## config.mk

```make
export PLATFORM = sky130hd
export DESIGN_NAME = alu_share_arbiter_flat
export DESIGN_NICKNAME = d
export VERILOG_FILES = /design/src/rtl/alu_share_arbiter_if.sv /design/src/rtl/alu_share_arbiter.sv /design/src/flat_wrapper.sv
export SDC_FILE = /design/constraint.sdc
export NUM_CORES = 1
export LEC_CHECK = 0
export CAP_MARGIN = 40
export CELL_PAD_IN_SITES_DETAIL_PLACEMENT = 1
export CELL_PAD_IN_SITES_GLOBAL_PLACEMENT = 1
export CORE_UTILIZATION = 34
export CTS_CLUSTER_SIZE = 14
export DETAILED_ROUTE_END_ITERATION = 6
export PLACE_DENSITY_LB_ADDON = 0.1
export SLEW_MARGIN = 10
export SYNTH_ARGS = -nofsm -noshare
export SYNTH_HDL_FRONTEND = slang
export SYNTH_SLANG_ARGS = --single-unit
```

## constraint.sdc

```tcl
create_clock -name clk -period 10.59 [get_ports clk]
set_clock_uncertainty 0.2 [all_clocks]
set_input_delay 1.5885 -clock clk [delete_from_list [all_inputs] [get_ports clk]]
set_output_delay 1.5885 -clock clk [all_outputs]
set_load 0.005 [all_outputs]
```

## src/rtl/alu_share_arbiter_if.sv

```systemverilog
// Requester/responder handshakes and shared ALU hookup
// for the two-port ALU share arbiter.
interface alu_share_arbiter_if #(
    parameter int WIDTH = 32
);
    logic             req0_valid;
    logic             req0_ready;
    logic [2:0]       req0_op;
    logic [WIDTH-1:0] req0_a;
    logic [WIDTH-1:0] req0_b;

    logic             req1_valid;
    logic             req1_ready;
    logic [2:0]       req1_op;
    logic [WIDTH-1:0] req1_a;
    logic [WIDTH-1:0] req1_b;

    logic             resp0_valid;
    logic             resp0_ready;
    logic             resp1_valid;
    logic             resp1_ready;
    logic [WIDTH-1:0] resp_data;
    logic             resp_cout;

    logic [2:0]       alu_s;
    logic [WIDTH-1:0] alu_a;
    logic [WIDTH-1:0] alu_b;
    logic [WIDTH-1:0] alu_d;
    logic             alu_cout;

    logic             busy;

    modport master (
        output req0_valid, req0_op, req0_a, req0_b,
        output req1_valid, req1_op, req1_a, req1_b,
        output resp0_ready, resp1_ready,
        output alu_d, alu_cout,
        input  req0_ready, req1_ready,
        input  resp0_valid, resp1_valid,
        input  resp_data, resp_cout,
        input  alu_s, alu_a, alu_b,
        input  busy
    );

    modport slave (
        input  req0_valid, req0_op, req0_a, req0_b,
        input  req1_valid, req1_op, req1_a, req1_b,
        input  resp0_ready, resp1_ready,
        input  alu_d, alu_cout,
        output req0_ready, req1_ready,
        output resp0_valid, resp1_valid,
        output resp_data, resp_cout,
        output alu_s, alu_a, alu_b,
        output busy
    );
endinterface

```

## src/rtl/alu_share_arbiter.sv

```systemverilog
// Round-robin share of one combinational ALU between two
// requesters; one op in flight, registered operands and result.
module alu_share_arbiter #(
    parameter int WIDTH = 32
) (
    input logic                clk,
    input logic                rst,
    alu_share_arbiter_if.slave bus
);
    localparam logic [1:0] IDLE  = 2'b00;
    localparam logic [1:0] ISSUE = 2'b01;
    localparam logic [1:0] RESP  = 2'b10;

    localparam logic [2:0] OP_ZERO = 3'b111;

    logic [1:0]       state;
    logic             last_grant;
    logic             owner;
    logic [2:0]       op_q;
    logic [WIDTH-1:0] a_q;
    logic [WIDTH-1:0] b_q;
    logic [WIDTH-1:0] data_q;
    logic             cout_q;

    logic             idle;
    logic             any_req;
    logic             grant;
    logic             take;
    logic             is_arith;

    assign idle    = (state == IDLE);
    assign any_req = bus.req0_valid | bus.req1_valid;

    // On a tie the requester that did not win last time goes next.
    always_comb begin
        grant = 1'b0;
        unique case (1'b1)
            (bus.req0_valid & bus.req1_valid):
                grant = ~last_grant;
            (bus.req1_valid & ~bus.req0_valid):
                grant = 1'b1;
            default:
                grant = 1'b0;
        endcase
    end

    assign bus.req0_ready = idle & bus.req0_valid & ~grant;
    assign bus.req1_ready = idle & bus.req1_valid & grant;

    assign take = owner ? bus.resp1_ready : bus.resp0_ready;

    // Only add/sub produce a meaningful carry.
    assign is_arith = (op_q[2:1] == 2'b01);

    always_ff @(posedge clk or posedge rst) begin
        if (rst) begin
            state      <= IDLE;
            last_grant <= 1'b1;
            owner      <= 1'b0;
            op_q       <= OP_ZERO;
            a_q        <= '0;
            b_q        <= '0;
            data_q     <= '0;
            cout_q     <= 1'b0;
        end else begin
            unique case (state)
                IDLE: begin
                    if (any_req) begin
                        op_q       <= grant ? bus.req1_op : bus.req0_op;
                        a_q        <= grant ? bus.req1_a  : bus.req0_a;
                        b_q        <= grant ? bus.req1_b  : bus.req0_b;
                        owner      <= grant;
                        last_grant <= grant;
                        state      <= ISSUE;
                    end
                end
                ISSUE: begin
                    data_q <= bus.alu_d;
                    cout_q <= is_arith & bus.alu_cout;
                    state  <= RESP;
                end
                RESP: begin
                    if (take) begin
                        state <= IDLE;
                    end
                end
                default: begin
                    state <= IDLE;
                end
            endcase
        end
    end

    // The shared ALU sees a zero op unless we are issuing.
    assign bus.alu_s = (state == ISSUE) ? op_q : OP_ZERO;
    assign bus.alu_a = (state == ISSUE) ? a_q  : '0;
    assign bus.alu_b = (state == ISSUE) ? b_q  : '0;

    assign bus.resp0_valid = (state == RESP) & ~owner;
    assign bus.resp1_valid = (state == RESP) & owner;
    assign bus.resp_data   = data_q;
    assign bus.resp_cout   = cout_q;
    assign bus.busy        = ~idle;
endmodule
```

## src/flat_wrapper.sv

```systemverilog
// flat-port wrapper written by rule: the top's interface ports become plain ports
module alu_share_arbiter_flat 
#(
    parameter int WIDTH = 32
)
  (clk, rst, bus_req0_valid, bus_req0_op, bus_req0_a, bus_req0_b, bus_req1_valid, bus_req1_op, bus_req1_a, bus_req1_b, bus_resp0_ready, bus_resp1_ready, bus_alu_d, bus_alu_cout, bus_req0_ready, bus_req1_ready, bus_resp0_valid, bus_resp1_valid, bus_resp_data, bus_resp_cout, bus_alu_s, bus_alu_a, bus_alu_b, bus_busy);
  alu_share_arbiter_if #(.WIDTH(WIDTH)) bus_i ();
  input logic clk;
  input logic rst;
  input wire logic [$bits(bus_i.req0_valid)-1:0] bus_req0_valid;
  input wire logic [$bits(bus_i.req0_op)-1:0] bus_req0_op;
  input wire logic [$bits(bus_i.req0_a)-1:0] bus_req0_a;
  input wire logic [$bits(bus_i.req0_b)-1:0] bus_req0_b;
  input wire logic [$bits(bus_i.req1_valid)-1:0] bus_req1_valid;
  input wire logic [$bits(bus_i.req1_op)-1:0] bus_req1_op;
  input wire logic [$bits(bus_i.req1_a)-1:0] bus_req1_a;
  input wire logic [$bits(bus_i.req1_b)-1:0] bus_req1_b;
  input wire logic [$bits(bus_i.resp0_ready)-1:0] bus_resp0_ready;
  input wire logic [$bits(bus_i.resp1_ready)-1:0] bus_resp1_ready;
  input wire logic [$bits(bus_i.alu_d)-1:0] bus_alu_d;
  input wire logic [$bits(bus_i.alu_cout)-1:0] bus_alu_cout;
  output wire logic [$bits(bus_i.req0_ready)-1:0] bus_req0_ready;
  output wire logic [$bits(bus_i.req1_ready)-1:0] bus_req1_ready;
  output wire logic [$bits(bus_i.resp0_valid)-1:0] bus_resp0_valid;
  output wire logic [$bits(bus_i.resp1_valid)-1:0] bus_resp1_valid;
  output wire logic [$bits(bus_i.resp_data)-1:0] bus_resp_data;
  output wire logic [$bits(bus_i.resp_cout)-1:0] bus_resp_cout;
  output wire logic [$bits(bus_i.alu_s)-1:0] bus_alu_s;
  output wire logic [$bits(bus_i.alu_a)-1:0] bus_alu_a;
  output wire logic [$bits(bus_i.alu_b)-1:0] bus_alu_b;
  output wire logic [$bits(bus_i.busy)-1:0] bus_busy;
  assign bus_i.req0_valid = bus_req0_valid;
  assign bus_i.req0_op = bus_req0_op;
  assign bus_i.req0_a = bus_req0_a;
  assign bus_i.req0_b = bus_req0_b;
  assign bus_i.req1_valid = bus_req1_valid;
  assign bus_i.req1_op = bus_req1_op;
  assign bus_i.req1_a = bus_req1_a;
  assign bus_i.req1_b = bus_req1_b;
  assign bus_i.resp0_ready = bus_resp0_ready;
  assign bus_i.resp1_ready = bus_resp1_ready;
  assign bus_i.alu_d = bus_alu_d;
  assign bus_i.alu_cout = bus_alu_cout;
  assign bus_req0_ready = bus_i.req0_ready;
  assign bus_req1_ready = bus_i.req1_ready;
  assign bus_resp0_valid = bus_i.resp0_valid;
  assign bus_resp1_valid = bus_i.resp1_valid;
  assign bus_resp_data = bus_i.resp_data;
  assign bus_resp_cout = bus_i.resp_cout;
  assign bus_alu_s = bus_i.alu_s;
  assign bus_alu_a = bus_i.alu_a;
  assign bus_alu_b = bus_i.alu_b;
  assign bus_busy = bus_i.busy;
  alu_share_arbiter #(.WIDTH(WIDTH)) u_core (.clk(clk), .rst(rst), .bus(bus_i));
endmodule
```

# ---- Word-level counts from Yosys, hierarchy flattened
# Index checks and enable logic that the tools add are counted.
dict set report totals {
  regBits 104
  input_bits 173
  output_inout_bits 105
  word_cells 42
}
dict set report classes {
  n_eq_ne 5
  n_mux 11
  bitwise 15
  reduce_logical 3
}
# op count
set op_table {}
lappend op_table {{$mux 32} 4}
lappend op_table {{$and 1x1->1} 9}
lappend op_table {{$mux 3} 2}
lappend op_table {{$pmux 2 s3} 1}
lappend op_table {{$not 1->1} 5}
lappend op_table {{$eq 2x1->1 const B} 2}
lappend op_table {{$mux 2} 2}
lappend op_table {{$reduce_and 2->1} 2}
lappend op_table {{$eq 2x2->1 const B} 1}
lappend op_table {{$logic_not 2->1} 1}
lappend op_table {{$ne 2x1->1 const B} 1}
lappend op_table {{$ne 2x2->1 const B} 1}
lappend op_table {{$pmux 1 s2} 1}
lappend op_table {{$mux 1} 1}
lappend op_table {{$or 1x1->1} 1}

# ---- Logic depth before layout (Yosys ltp)
# Gate-level depths: netlist (run 1).
dict set report logic_depth {
  word_depth 5
  depth_mapped 6
  mapped_depth_nobuf 3
}

# ---- Least setup slack after synthesis (run 1)
# OpenSTA, ideal clock, no wires.
dict set report synth_path {
  kind {input -> output}
  from {input bus_req1_valid}
  to {output bus_req0_ready}
  arrival_time_ns 2.246
  required_time_ns 8.802
  path_slack_ns 6.555
  stages 4
  n_path_buf 2
  cell_sequence {a21bo_1 > buf_6 > buf_8 > and3_1}
}
dict set report synth_between {
  elab_chain_len 4
  word_cells_on_any_way 5
  classes_between {mux: 1; bitwise: 4}
}
# element line
set synth_rtl {}
lappend synth_rtl {{start, declared} flat_wrapper.sv:14} ;# input wire logic [$bits(bus_i.req1_valid)-1:0] bus_req1_valid;
lappend synth_rtl {{$and 1x1->1 (on tied branches)} {alu_share_arbiter.sv:40, alu_share_arbiter.sv:38}}
lappend synth_rtl {{$pmux 1 s2 *} alu_share_arbiter.sv:37} ;# unique case (1'b1)
lappend synth_rtl {{$not 1->1 *} alu_share_arbiter.sv:47} ;# assign bus.req0_ready = idle & bus.req0_valid & ~grant;
lappend synth_rtl {{$and 1x1->1 *} alu_share_arbiter.sv:47}
lappend synth_rtl {{end, declared} flat_wrapper.sv:22} ;# output wire logic [$bits(bus_i.req0_ready)-1:0] bus_req0_ready;
# Every way passes the cells marked *; elsewhere a longest branch is shown, timed or not.

# ---- Worst setup path in the final report (run 1)
dict set report layout_path {
  from {input bus_req0_valid}
  to {output bus_req0_ready}
}
dict set report layout_between {
  elab_chain_len 5
  word_cells_on_any_way 7
  classes_between {mux: 1; bitwise: 6}
}
# element line
set layout_rtl {}
lappend layout_rtl {{start, declared} flat_wrapper.sv:10} ;# input wire logic [$bits(bus_i.req0_valid)-1:0] bus_req0_valid;
lappend layout_rtl {{$not 1->1} alu_share_arbiter.sv:40} ;# (bus.req1_valid & ~bus.req0_valid):
lappend layout_rtl {{$and 1x1->1} alu_share_arbiter.sv:40}
lappend layout_rtl {{$pmux 1 s2} alu_share_arbiter.sv:37}
lappend layout_rtl {{$not 1->1} alu_share_arbiter.sv:47}
lappend layout_rtl {{$and 1x1->1 *} alu_share_arbiter.sv:47}
# Marked as above.

==> results of run 1 <==
-- worst paths after layout --
| path | to | slack, ns | start | depth (start not counted) |
|---|---|---|---|---|
| setup / recovery | bus_req0_ready | 5.28 | bus_req0_valid | 4 |
| hold / removal | u_core.bus.resp_data[17] | 0.28 | u_core.bus.resp_data[17] | 2 |
| setup reg to reg | u_core.b_q[0] | 7.78 | u_core.last_grant | 4 |
| hold reg to reg | u_core.bus.resp_data[17] | 0.28 | u_core.bus.resp_data[17] | 2 |
| max in group asynchronous | u_core.b_q[22] | 7.56 | rst | 3 |
| min in group asynchronous | u_core.owner | 1.49 | rst | 2 |
-- routing by layer --
layer	part of all wire	vias up	routed length [um]
li1	-	2012	-
met4	0.026	0	420
met5	0	-	0
met3	0.080	28	1297
met1	0.38	2092	6194
met2	0.51	163	8370
-- logic make-up (layout without fill, tap and decap cells) --
kind of cell	count (synthesis)	count (layout)	synth area share
AO/OA/AOI/OAI	6	6	0.007520
buffers and inverters	34	302	0.05285
flip-flops	104	104	0.4477
multiplexers	135	135	0.3474
AND/OR/NAND/NOR	175	175	0.1446
-- worst max-delay path, cell delays in order --
cell,delay [ns]
sky130_fd_sc_hd__clkdlybuf4s50_1,0.56
sky130_fd_sc_hd__a21bo_4,0.59
sky130_fd_sc_hd__and3_1,0.26
sky130_fd_sc_hd__clkdlybuf4s50_1,0.50
-- flip-flops by register name (all words and copies together), names as in the netlist --
signal and flops:
u_core.op_q 3, u_core.last_grant 1, u_core.b_q 32, u_core.owner 1
u_core.state 2, u_core.bus.resp_cout 1, u_core.a_q 32, u_core.bus.resp_data 32
-- power groups by stage --
stage / clock network [W] / registers (W) / logic (W)
after floorplan: 0 / 0.000696 / 0.000701
after global placement: 0 / 0.000711 / 0.00115
after detailed placement: 0 / 0.000721 / 0.00119
after CTS: 0.000358 / 0.000719 / 0.00120
after global routing: 0.000374 / 0.000746 / 0.00127
final: 0.000345 / 0.000717 / 0.00117
-- metrics by stage --
| step | hold slack, ns | total power (W) | utilization |
|---|---|---|---|
| 6_report | 0.2756 | 0.002233 | 0.5389 |
| 5_1_grt | 0.3019 | 0.002388 | 0.5389 |
| 4_1_cts | 0.2806 | 0.002274 | 0.5389 |
| 3_5_place_dp | 0.2626 | 0.001910 | 0.5206 |
| 3_3_place_gp | 0.2541 | 0.001864 | 0.5190 |
| 2_1_floorplan | 0.2628 | 0.001397 | - |
-- synthesized netlist by cell type, drive strengths merged --
cell type	n
mux2	135
dfrtp	100
nand2	99
and2	64
buf	18
clkbuf	13
nand2b	5
dfstp	4
nor2	4
inv	3
a21bo	2
o21ai	2
and3	1
nand4b	1
nor2b	1
o21a	1
o22ai	1
-- layout make-up --
| cell class | instances | area (sq um) | share of cell area |
|---|---|---|---|
| clock buffers | 9 | 225.2 | 0.02511 |
| clock inverters | 7 | 78.83 | 0.008789 |
| inverters | 3 | 13.76 | 0.001535 |
| multi-input cells | 316 | 2930 | 0.3267 |
| flip-flops and latches | 104 | 2608 | 0.2907 |
| well taps | 220 | 275.3 | 0.03069 |
| repair buffers | 283 | 2838 | 0.3164 |
==> impl_metrics.sql, run 1 <==
INSERT INTO impl_metrics (metric_group, metric, value, unit) VALUES
('floorplanning', 'coreArea', '16640', 'sq um'),
('clock_tree', 'clk_pin_slew_worst_paths', '0.07', 'ns'),
('worst_setup_path', 'critical_path.startpoint_type', 'input pin', ''),
('routing', 'routedWlPerCell', '17.28', 'um'),
('power_and_ir_drop', 'power_frac_comb', '0.525', ''),
('sta', 'setup_viol', '0', ''),
('synth', 'synth_sequential_area_ratio', '0.4477', ''),
('worst_setup_path', 'crit_required', '8.80', 'ns'),
('grt', 'grt_most_used_layer', 'met2', ''),
('grt', 'grt_use_met2', '0.3319', ''),
('final_layout', 'finish.cell_count_without_fillers', '942', ''),
('clock_tree', 'post_cts.repair.setup_buffers', '0', ''),
('clock_tree', 'insertion_delay', '0.35', 'ns'),
('synth', 'synthCells', '454', ''),
('clock_tree', 'clkSinkCount', '104', ''),
('placement', 'post-dp-hpwl', '12.19', 'mm'),
('status', 'status', 'completed', ''),
('sta', 'finalMaxSlewViolations', '0', ''),
('worst_setup_path', 'timing.critical_path.fanout_max', '33', ''),
('sta', 'final_hold_fails', '0', ''),
('placement', 'dp_cells', '926', ''),
('routing', 'route.detailed.drc', '0', ''),
('synth', 'post_synth.cell_area_avg', '12.83', 'sq um'),
('clock_tree', 'cts-root-buf', 'sky130_fd_sc_hd__clkbuf_16', ''),
('sta', 'slew_limit_headroom', '0.5249', ''),
('power_and_ir_drop', 'cellInternalPower', '0.001536', 'W'),
('floorplanning', 'io-pin-count', '278', ''),
('clock_tree', 'cts_inserted_buffers', '9', ''),
('final_layout', 'post-route-cell-area', '8969', 'sq um'),
('grt', 'grtUsageMet3', '0.06169', ''),
('worst_hold_path', 'worst_hold_path_type', 'flop to flop', ''),
('floorplanning', 'std_cell_rows', '47', ''),
('floorplanning', 'initial_utilization', '0.3500', ''),
('synth', 'count_of_state_elements_after_synthesis', '104', ''),
('worst_setup_path', 'critical_path_arrival', '3.52', 'ns'),
('grt', 'antenna_found_initial', '0', ''),
('routing', 'drt_first_iter_violations', '105', ''),
('power_and_ir_drop', 'worst_ir_drop_vdd', '0.1034', 'mV'),
('sta', 'finalWorstSetupSlack', '5.284', 'ns'),
('synth', 'cell_types_with_the_largest_area_share_after_synthesis', 'sky130_fd_sc_hd__dfrtp_1 (43%), sky130_fd_sc_hd__mux2_4 (35%), sky130_fd_sc_hd__and2_1 (6.9%), sky130_fd_sc_hd__nand2_1 (6.4%), sky130_fd_sc_hd__buf_12 (2.1%)', ''),
('power_and_ir_drop', 'power.sequential.fraction', '0.321', ''),
('final_layout', 'design.final.nets', '890', ''),
('routing', 'wirelength', '16.28', 'mm'),
('synth', 'post-synth-top-area-fraction', '0.4296', ''),
('grt', 'grt_max_degree', '54', ''),
('floorplanning', 'dieArea', '17660', 'sq um'),
('synth', 'syn_area', '5824', 'sq um'),
('synth', 'cell_taking_the_most_area_after_synthesis', 'sky130_fd_sc_hd__dfrtp_1', ''),
('placement', 'placed_area', '8665', 'sq um'),
('sta', 'setup_repair_after_global_routing_missed_its_margin', 'false', ''),
('final_layout', 'final_common_cell', 'sky130_fd_sc_hd__clkdlybuf4s50_1', ''),
('sta', 'ratio_of_final_minimum_period_to_clock_period', '0.5010', ''),
('sta', 'tightest_pin_transition', '0.7126', 'ns'),
('sta', 'setup_tns', '0', 'ns'),
('worst_setup_path', 'worstSetupPathType', 'input pin to output port', ''),
('placement', 'gp_congestion', '0.7619', ''),
('final_layout', 'fillers', '1732', ''),
('floorplanning', 'fp.dieH', '132.9', 'um'),
('final_layout', 'syn2layout_area_growth', '53.98', '%'),
('routing', 'first_pass_iters', '4', ''),
('routing', 'vias_per_cell', '4.559', ''),
('power_and_ir_drop', 'power.share.clock', '0.154', ''),
('placement', 'port_buffers', '277', ''),
('clock_tree', 'max-clock-path-buffers', '2', ''),
('final_layout', 'final_cell_mix', 'sky130_fd_sc_hd__clkdlybuf4s50_1 (277), sky130_fd_sc_hd__mux2_4 (134), sky130_fd_sc_hd__dfrtp_1 (100)', ''),
('job', 'cap_violations', '0', ''),
('routing', 'antenna_violating_nets_post_route', '0', ''),
('worst_setup_path', 'endpoint_kind', 'output port', ''),
('synth', 'mappedNetlistNets', '627', ''),
('power_and_ir_drop', 'switching_power', '0.0006969', 'W'),
('final_layout', 'antenna_cells_inserted', '0', '');
Power figures use the tool's default switching activity.
==> inputs of run 2 (changes only) <==
Settings changed: CORE_UTILIZATION 34 to 28.
Clock period 10.59 ns to 4.6 ns, I/O delays scaled along.
==> run 2 against run 1 <==
Net effect: via count fell by 0.14%; sequential power rose by 130%; highest routed layer unchanged; final area rose by 1.3%; critical endpoint is now bus_alu_b[29]; total power rose by 130%; non-clock buffer count rose by 3; utilization fell by 9.1 points; combinational power rose by 130%.
==> impl_metrics.sql, run 2 (same netlist as run 1, synthesis figures left out) <==
INSERT INTO impl_metrics (metric_group, metric, value, unit) VALUES
('worst_setup_path', 'critical_path.startpoint_type', 'flop', ''),
('grt', 'first_pass_grt_wire_length', '27.05', 'mm'),
('clock_tree', 'post_cts.repair.setup_buffers', '0', ''),
('sta', 'tightest_pin_transition', '0.7772', 'ns'),
('final_layout', 'layout-drive-gt1-share', '0.2345', ''),
('sta', 'setup_viol', '0', ''),
('worst_setup_path', 'endpoint_kind', 'output port', ''),
('worst_setup_path', 'worstSetupPathType', 'flop to output port', ''),
('power_and_ir_drop', 'worst_ir_drop_vdd', '0.1726', 'mV'),
('floorplanning', 'initial_utilization', '0.2869', ''),
('final_layout', 'final-seq-area', '2608', 'sq um'),
('final_layout', 'fillers', '2159', ''),
('clock_tree', 'cts_max_level', '3', ''),
('final_layout', 'syn2layout_area_growth', '55.98', '%'),
('sta', 'timing.final.crit_period', '3.298', 'ns'),
('clock_tree', 'insertion_delay', '0.35', 'ns'),
('floorplanning', 'fp.dieH', '146.2', 'um'),
('routing', 'routedWlPerCell', '17.11', 'um'),
('power_and_ir_drop', 'power_per_cell_area', '569.1', 'nW/um^2'),
('status', 'status', 'completed', ''),
('sta', 'final_hold_fails', '0', ''),
('floorplanning', 'die-width', '146.2', 'um'),
('clock_tree', 'max-clock-path-buffers', '2', ''),
('floorplanning', 'dieArea', '21380', 'sq um'),
('grt', 'grt_remaining_overflow', '0', ''),
('worst_hold_path', 'hold-path-cell-count', '2', ''),
('worst_hold_path', 'worst_hold_path.endpoint', 'u_core.bus.resp_data[11]', ''),
('sta', 'fmaxAchievable', '0.3032', 'GHz'),
('clock_tree', 'cts.hold.buffers_added', '0', ''),
('clock_tree', 'clk_pin_slew_worst_paths', '0.07', 'ns'),
('worst_setup_path', 'crit_required', '3.71', 'ns'),
('worst_setup_path', 'startpoint_of_the_worst_slack_reg_to_reg_timing_path', 'u_core.state[1]', ''),
('grt', 'antenna_found_initial', '0', ''),
('clock_tree', 'cts_inserted_buffers', '9', ''),
('clock_tree', 'post_cts_resize_count', '0', ''),
('job', 'cap_violations', '0', ''),
('routing', 'drt_first_iter_violations', '82', ''),
('final_layout', 'antenna_cells_inserted', '0', ''),
('worst_setup_path', 'ff2ff_setup_slack', '2.19', 'ns'),
('worst_setup_path', 'r2r_cells', '4', ''),
('final_layout', 'multi_input_comb_area', '2930', 'sq um'),
('routing', 'vias_per_cell', '4.311', ''),
('clock_tree', 'clkSinkCount', '104', ''),
('worst_hold_path', 'worst_hold_path_type', 'flop to flop', ''),
('grt', 'first_global_vias', '4796', ''),
('floorplanning', 'io-pin-count', '278', ''),
('placement', 'port_buffers', '277', ''),
('placement', 'gp_congestion', '0.7503', ''),
('clock_tree', 'tritoncts_clock_tree', 'done', ''),
('grt', 'grt_max_degree', '42', ''),
('power_and_ir_drop', 'cellLeakagePower', '4.118', 'nW'),
('routing', 'antenna_violating_nets_post_route', '0', ''),
('routing', 'first_pass_iters', '4', ''),
('sta', 'ratio_of_final_minimum_period_to_clock_period', '0.7169', ''),
('worst_setup_path', 'crit-reg2reg-capture', 'u_core.a_q[16]', ''),
('sta', 'setup_tns', '0', 'ns'),
('grt', 'grtUsageTotal', '0.1640', ''),
('worst_setup_path', 'timing.critical_path.fanout_max', '41', ''),
('clock_tree', 'cts-root-buf', 'sky130_fd_sc_hd__clkbuf_16', ''),
('routing', 'route.vias.total', '4289', ''),
('sta', 'finalMaxSlewViolations', '0', ''),
('final_layout', 'final_cell_mix', 'sky130_fd_sc_hd__clkdlybuf4s50_1 (277), sky130_fd_sc_hd__mux2_4 (134), sky130_fd_sc_hd__dfrtp_1 (100)', ''),
('routing', 'route.detailed.drc', '0', ''),
('sta', 'slew_limit_headroom', '0.4808', ''),
('worst_setup_path', 'critical_path_arrival', '2.41', 'ns'),
('final_layout', 'design.final.nets', '893', ''),
('placement', 'post-dp-hpwl', '12.75', 'mm'),
('final_layout', 'final_core_utilization', '0.4475', ''),
('sta', 'setup_repair_after_global_routing_missed_its_margin', 'false', ''),
('routing', 'wirelength', '17.03', 'mm'),
('floorplanning', 'coreArea', '20300', 'sq um'),
('final_layout', 'final_common_cell', 'sky130_fd_sc_hd__clkdlybuf4s50_1', ''),
('worst_hold_path', 'timing.hold.worst.start', 'u_core.bus.resp_data[11]', ''),
('floorplanning', 'std_cell_rows', '52', '');
[run 2: cell type report]
type / count / area share
multi-input cells: 316 / 0.3225
repair buffers: 286 / 0.3168
flip-flops and latches: 104 / 0.2870
well taps: 270 / 0.03718
clock buffers: 12 / 0.02933
clock inverters: 4 / 0.005647
inverters: 3 / 0.001515
[run 2: worst max-delay path by stage]
stage,startpoint,endpoint,slack [ns],cells after the start
2_1_floorplan,rst,u_core.a_q[0],0.98,1
3_3_place_gp,bus_req1_valid,bus_req1_ready,1.55,4
3_5_place_dp,bus_req1_valid,bus_req1_ready,1.56,4
4_1_cts,u_core.state[1],bus_alu_b[23],1.21,4
5_1_grt,u_core.state[0],bus_alu_a[0],1.08,4
6_report,u_core.state[1],bus_alu_b[29],1.30,4
[run 2: through the flow]
stage / setup slack [ns] / area, sq um / total power, W / instances / hold slack, ns
after floorplan: 0.9844 / 5824 / 0.003215 / 454 / 0.2628
after global placement: 1.548 / 8747 / 0.004344 / 978 / 0.2573
after detailed placement: 1.560 / 8767 / 0.004412 / 979 / 0.2661
after CTS: 1.212 / 9085 / 0.005275 / 995 / 0.2834
after global routing: 1.085 / 9085 / 0.005528 / 995 / 0.2942
final: 1.302 / 9085 / 0.005170 / 995 / 0.2780
[run 2: critical path: stages, from the launching register on]
cell and delay, ns:
sky130_fd_sc_hd__dfrtp_1 0.44, sky130_fd_sc_hd__nor2b_4 0.64, sky130_fd_sc_hd__buf_12 0.28, sky130_fd_sc_hd__and2_1 0.17
sky130_fd_sc_hd__clkdlybuf4s50_1 0.50
[run 2: where the power goes]
| group | internal (W) | switching, W |
|---|---|---|
| combinational | 0.00171 | 0.000968 |
| sequential | 0.00140 | 0.000265 |
| clock | 0.000468 | 0.000357 |
| total | 0.00358 | 0.00159 |
[run 2: metal layers]
layer / wire length, um / global-route usage
met1: 7028 / 0.1901
met2: 8539 / 0.2879
met3: 1107 / 0.04375
met4: 349 / 0.06146
met5: 0 / 0
